## config.mk

```make
export PLATFORM = sky130hd
export DESIGN_NAME = complete_stage
export DESIGN_NICKNAME = d
export VERILOG_FILES = /design/src/rtl/complete_stage_pkg.sv /design/src/rtl/complete_stage_rr_grant_n.sv /design/src/rtl/complete_stage.sv
export SDC_FILE = /design/constraint.sdc
export NUM_CORES = 1
export LEC_CHECK = 0
export CORE_ASPECT_RATIO = 0.75
export CORE_MARGIN = 5
export CORE_UTILIZATION = 43
export CTS_CLUSTER_DIAMETER = 120
export CTS_CLUSTER_SIZE = 40
export DETAILED_ROUTE_END_ITERATION = 16
export PLACE_DENSITY = 0.79
export SKIP_CTS_REPAIR_TIMING = 1
export SLEW_MARGIN = 20
export SYNTH_ARGS = -nofsm -noshare
export SYNTH_HDL_FRONTEND = slang
export SYNTH_SLANG_ARGS = --single-unit
```

## constraint.sdc

```tcl
create_clock -name clock -period 7 [get_ports clock]
set_input_delay 1.4 -clock clock [delete_from_list [all_inputs] [get_ports clock]]
set_output_delay 1.4 -clock clock [all_outputs]
set_load 0.01 [all_outputs]
```

## src/rtl/complete_stage_pkg.sv

```systemverilog
// Shared types for the complete stage: FU output register format and CDB slot format.
package complete_stage_pkg;

   localparam int unsigned XLEN          = 32;
   localparam int unsigned PR_W          = 6;
   localparam int unsigned ROB_W         = 5;
   localparam int unsigned CDB_W_DEFAULT = 2;

   typedef struct packed {
      logic             if_take_branch;
      logic             valid;
      logic             halt;
      logic [XLEN-1:0]  target_pc;
      logic [PR_W-1:0]  dest_pr;
      logic [XLEN-1:0]  dest_value;
      logic [ROB_W-1:0] rob_entry;
   } FU_COMPLETE_PACKET;

   typedef struct packed {
      logic             valid;
      logic [PR_W-1:0]  dest_pr;
      logic [XLEN-1:0]  dest_value;
      logic [ROB_W-1:0] rob_entry;
      logic             if_take_branch;
      logic [XLEN-1:0]  target_pc;
      logic             halt;
   } CDB_PACKET;

   function automatic CDB_PACKET fu_to_cdb(input FU_COMPLETE_PACKET p);
      CDB_PACKET c;
      c.valid          = p.valid;
      c.dest_pr        = p.dest_pr;
      c.dest_value     = p.dest_value;
      c.rob_entry      = p.rob_entry;
      c.if_take_branch = p.if_take_branch;
      c.target_pc      = p.target_pc;
      c.halt           = p.halt;
      return c;
   endfunction

endpackage

```

## src/rtl/complete_stage_rr_grant_n.sv

```systemverilog
// N-of-M round-robin grant: walks requesters from ptr_i with wrap, granting up to avail_i of them.
module rr_grant_n #(
   parameter  int unsigned M  = 3,
   parameter  int unsigned N  = 2,
   localparam int unsigned PW = (M > 1) ? $clog2(M) : 1,
   localparam int unsigned CW = $clog2(N + 1)
) (
   input  logic [M-1:0]  req_i,
   input  logic [PW-1:0] ptr_i,
   input  logic [CW-1:0] avail_i,
   output logic [M-1:0]  grant_o,
   output logic          grant_any_o,
   output logic [PW-1:0] last_o
);

   int unsigned idx;
   int unsigned cnt;

   always_comb begin
      grant_o = '0;
      last_o  = ptr_i;
      cnt     = 0;
      idx     = 0;
      for (int unsigned k = 0; k < M; k++) begin
         idx = 32'(ptr_i) + k;
         if (idx >= M) idx = idx - M;
         if (req_i[idx] && (cnt < 32'(avail_i))) begin
            grant_o[idx] = 1'b1;
            last_o       = PW'(idx);
            cnt          = cnt + 1;
         end
      end
   end

   assign grant_any_o = |grant_o;

endmodule

```

## src/rtl/complete_stage.sv

```systemverilog
// Complete stage: branch-first, round-robin arbitration of FU results onto a registered CDB.
module complete_stage
   import complete_stage_pkg::*;
#(
   parameter int unsigned NUM_FU = 4,
   parameter int unsigned CDB_W  = CDB_W_DEFAULT
) (
   input  logic              clock,
   input  logic              reset,
   input  logic [NUM_FU-1:0] want_to_complete,
   input  FU_COMPLETE_PACKET fu_packet_in [NUM_FU],
   input  logic              squash,
   output logic [NUM_FU-1:0] complete_stall,
   output CDB_PACKET         cdb_packet_out [CDB_W],
   output logic              br_resolve_valid
);

   localparam int unsigned NR  = NUM_FU - 1;
   localparam int unsigned PW  = (NR > 1) ? $clog2(NR) : 1;
   localparam int unsigned FPW = $clog2(NUM_FU);
   localparam int unsigned CW  = $clog2(CDB_W + 1);

   logic [NUM_FU-1:0] elig;
   logic [NUM_FU-1:0] granted;
   logic              br_grant;
   logic [NR-1:0]     rr_grant;
   logic              rr_any;
   logic [PW-1:0]     rr_last;
   logic [PW-1:0]     sub_ptr;
   logic [CW-1:0]     avail;

   logic [FPW-1:0]    rr_ptr_q, rr_ptr_d;
   CDB_PACKET         cdb_q [CDB_W];
   CDB_PACKET         cdb_d [CDB_W];
   logic              br_q;

   always_comb begin
      for (int unsigned i = 0; i < NUM_FU; i++) begin
         elig[i] = want_to_complete[i] && fu_packet_in[i].valid;
      end
   end

   assign br_grant = elig[0];
   assign avail    = CW'(CDB_W) - CW'(br_grant);
   // rr_ptr holds an FU index (1..NUM_FU-1); the arbiter works on 0-based sub-indices.
   assign sub_ptr  = PW'(rr_ptr_q - FPW'(1));

   rr_grant_n #(
      .M(NR),
      .N(CDB_W)
   ) u_rr (
      .req_i       (elig[NUM_FU-1:1]),
      .ptr_i       (sub_ptr),
      .avail_i     (avail),
      .grant_o     (rr_grant),
      .grant_any_o (rr_any),
      .last_o      (rr_last)
   );

   assign granted = {rr_grant, br_grant};

   always_comb begin
      if (!reset || squash) complete_stall = '0;
      else                  complete_stall = elig & ~granted;
   end

   int unsigned nslot;
   int unsigned idx;
   int unsigned nxt;

   // Slots are packed branch first, then in round-robin visit order.
   always_comb begin
      for (int unsigned s = 0; s < CDB_W; s++) cdb_d[s] = '0;
      nslot = 0;
      idx   = 0;
      if (br_grant) begin
         cdb_d[0] = fu_to_cdb(fu_packet_in[0]);
         nslot    = 1;
      end
      for (int unsigned k = 0; k < NR; k++) begin
         idx = 32'(sub_ptr) + k;
         if (idx >= NR) idx = idx - NR;
         if (rr_grant[idx] && (nslot < CDB_W)) begin
            cdb_d[nslot] = fu_to_cdb(fu_packet_in[idx + 1]);
            nslot        = nslot + 1;
         end
      end
   end

   always_comb begin
      nxt = 32'(rr_last) + 2;
      if (nxt > NR) nxt = 1;
      rr_ptr_d = rr_any ? FPW'(nxt) : rr_ptr_q;
   end

   always_ff @(posedge clock) begin
      if (!reset) begin
         for (int unsigned s = 0; s < CDB_W; s++) cdb_q[s] <= '0;
         br_q     <= 1'b0;
         rr_ptr_q <= FPW'(1);
      end else if (squash) begin
         for (int unsigned s = 0; s < CDB_W; s++) cdb_q[s] <= '0;
         br_q     <= 1'b0;
      end else begin
         for (int unsigned s = 0; s < CDB_W; s++) cdb_q[s] <= cdb_d[s];
         br_q     <= br_grant;
         rr_ptr_q <= rr_ptr_d;
      end
   end

   assign cdb_packet_out   = cdb_q;
   assign br_resolve_valid = br_q;

endmodule

```

==> key figures <==
Cells and area
  • Filler instances: 2668
  • Area growth, synth to finish: 41.3%
  • Nets: 2306
  • Register Area: 3180 sq um
  • Layout cell share with drive strength beyond 1: 0.159
  • Area taken by multi-input logic gates: 10100 sq um

Power and ir drop
  • VDD IR max: 0.588 mV
  • Total design power: 10500 uW
  • Leak Pwr: 0.00628 uW
  • Power Density: 532 nW/um^2

Floorplan
  • Die Area: 36300 sq um
  • Row cnt: 57
  • I/O pin count: 480
  • Die extent in y: 166 um
  • Starting Density: 0.434
  • Die width: 218 um
  • Core footprint: 32300 sq um

GRT
  • First-pass GRT wire length: 94500 um
  • GRT Residual Overflow: 0
  • Initial antenna violation count: 7
  • GRT Total Usage: 0.326
  • Pin count of the biggest net entering global routing: 129
  • Vias in the first global route: 16600

Critical path
  • CP startpoint kind: primary input
  • CP arrival: 7.02 ns
  • Req. time, crit path: 7.32 ns
  • Top Family by Delay on Critical Path: compound AO/OA/AOI/OAI gates
  • Buf/Inv on CP: 5
  • Flop-to-flop setup slack: 0.45 ns
  • Slowest stage cell, crit path: clkdlybuf4s50_1
  • Worst path max stage delay: 0.59 ns
  • Worst Path Max Fanout: 78
  • Critical path type: in2reg
  • CP Capture Type: flop
  • CP Cell Sequence: clkdlybuf4s50_1 -> nand3b_1 -> mux2i_1 -> o21ai_0 -> nor2_1 -> ha_1 -> nand4bb_1 -> mux2i_1 -> or2_0 -> a31o_2 -> a221oi_4 -> inv_1 -> ha_1 -> nand2b_1 -> a2111oi_0 -> a41oi_1 -> o211ai_4 -> inv_1 -> fa_1 -> inv_2 -> nor3_4 -> clkbuf_8 -> nor3_1 -> a2111oi_2

Hold path
  • HP Class: reg2reg

Run status
  • Status: completed

Timing
  • Fin. Hold Viols: 0
  • Hold WS: 0.765 ns
  • Worst-Margin Slew: 1.20 ns
  • Slew Limit Fails: 0
  • Unrepaired setup endpoints after global routing: no
  • Peak Freq: 0.149 GHz
  • Final setup violation count: 0
  • Fin crit period: 6.70 ns
  • Rel. slew slack: 0.200
  • Fin Clk Skew: 0.00999 ns
  • Final worst-path cycle share: 0.958

Yosys
  • Top post-synthesis cells by area: mux4_2 25%, dfxtp_1 23%, a21oi_1 8.5%, a2111oi_2 6.5%, nand2_1 6.0%
  • Yosys warnings: 0
  • Syn nets: 1934
  • Predominant post-synthesis flop cell: dfxtp_1
  • Number of synthesized register bits: 159
  • Area leader, netlist: mux4_2
  • Synth cell types: 60
  • Most frequent cell after synthesis: a21oi_1
  • Mean Syn Cell Area: 8.72 sq um
  • Sequential fraction of the synthesis area: 0.227
  • Synth top cells by count: 239 x a21oi_1, 223 x nand2_1, 172 x nor2_1
  • Ys async rst share: 0
  • Cells after Synth: 1607
  • Post-synth EDFFs: 0
  • Cell area after synthesis: 14000 sq um
  • Synth top area share: 0.251

Clock tree
  • Worst-path clk slew: 0.07 ns
  • Htree depth: 4
  • TritonCTS sink count: 159
  • Root buffer cell: clkbuf_16
  • Worst-skew pair later-pin latency: 0.45 ns
  • Clock Path Buffers: 2
  • CTS buffer count: 17
  • CTS tree: built

Route
  • DRT antenna net count: 0
  • DRT Wirelength: 61100 um
  • Vias per inst: 6.57
  • DRT iter0 DRCs: 1887
  • Routed via count: 16001
  • Average wire per standard cell: 25.1 um
  • 1st-pass router iterations: 6
  • Post-detailed-route DRC marker count: 0

Placement
  • HPWL after detailed placement: 40900 um
  • Buffers on Ports: 478
  • Placer Congestion: 0.923

Flow run
  • MaxCap Viol Count: 0
[per-layer routing]
layer / wire length [um] / track usage
met5: 47 / 0
met3: 7850 / 0.0917
met4: 2360 / 0.147
met1: 21400 / 0.396
met2: 29400 / 0.540
[cell families after synthesis]
kind of cell	share of synthesized area
AOI/OAI and AO/OA	0.218
xor gates and xnor gates	0.00179
adders and majority gates	0.00768
buffers and inverters	0.0585
DFF	0.227
muxes	0.310
other	0.000268
and+or+nand+nor	0.177
[state kept, by name (all words and copies together) (netlist names)]
signal	count
br_resolve_valid	1
cdb_packet_out	156
rr_ptr_q	2
[worst reg2reg max path, cell delays in order, from the launching register on]
cell	delay (ns)
dfxtp_1	0.63
inv_1	0.25
ha_4	0.32
xor2_2	0.16
buf_4	0.20
nor2_1	0.15
o21ai_0	0.13
nor2_1	0.11
ha_1	0.19
nand4bb_1	0.15
mux2i_1	0.10
or2_0	0.24
a31o_2	0.29
a221oi_4	0.23
inv_1	0.07
ha_1	0.20
nand2b_1	0.14
a2111oi_0	0.44
a41oi_1	0.14
o211ai_4	0.16
inv_1	0.08
fa_1	0.53
inv_2	0.07
nor3_4	0.25
clkbuf_8	0.56
nor3_1	0.29
a2111oi_2	0.36
[where the power goes]
| group | internal [uW] | switching [uW] |
|---|---|---|
| logic | 3320 | 4660 |
| registers | 1300 | 185 |
| clock network | 643 | 434 |
[placed cells by master (no fill, tap or decap), types with 4 or more instances in the layout]
master	instances
a2111oi_1	6
a2111oi_2	61
a21oi_1	239
a221oi_1	11
a22oi_1	4
a31oi_1	4
buf_12	8
buf_4	35
bufinv_16	5
clkbuf_16	17
clkdlybuf4s50_1	478
clkinv_4	4
dfxtp_1	159
ha_4	4
inv_1	5
mux2i_1	81
mux4_2	156
nand2_1	220
nand2b_1	11
nand3_1	8
nor2_1	171
nor2b_1	4
nor3_1	140
o21ai_0	95
[path summary, 6_finish.rpt]
kind,from,endpoint,depth (start not counted)
worst min register to register,rr_ptr_q[1],rr_ptr_q[1],2
worst min-delay path,rr_ptr_q[1],rr_ptr_q[1],2
worst max-delay path,fu_packet_in[232],cdb_packet_out[106],24
worst max register to register,rr_ptr_q[0],cdb_packet_out[106],26
[layout make-up]
type	count	area share
multi-input combinational	1270	0.511
timing repair buffer	524	0.266
sequential	159	0.161
tap	442	0.0279
clock buffer	18	0.0222
clock inverter	13	0.0107
inverter	7	0.00139
antenna	3	0.000379
[per-stage QoR]
step	TNS, ns	setup WS, ns	instance area, sq um	util	instances
after floorplan	0	0.148	14000	-	1607
after global placement	0	0.0119	19100	0.592	2401
after detailed placement	-11.76	-0.220	19100	0.592	2401
after CTS	0	0.235	19800	0.612	2432
after global routing	0	0.0320	19800	0.613	2436
final	0	0.295	19800	0.613	2436
Power figures use the tool's default switching activity.
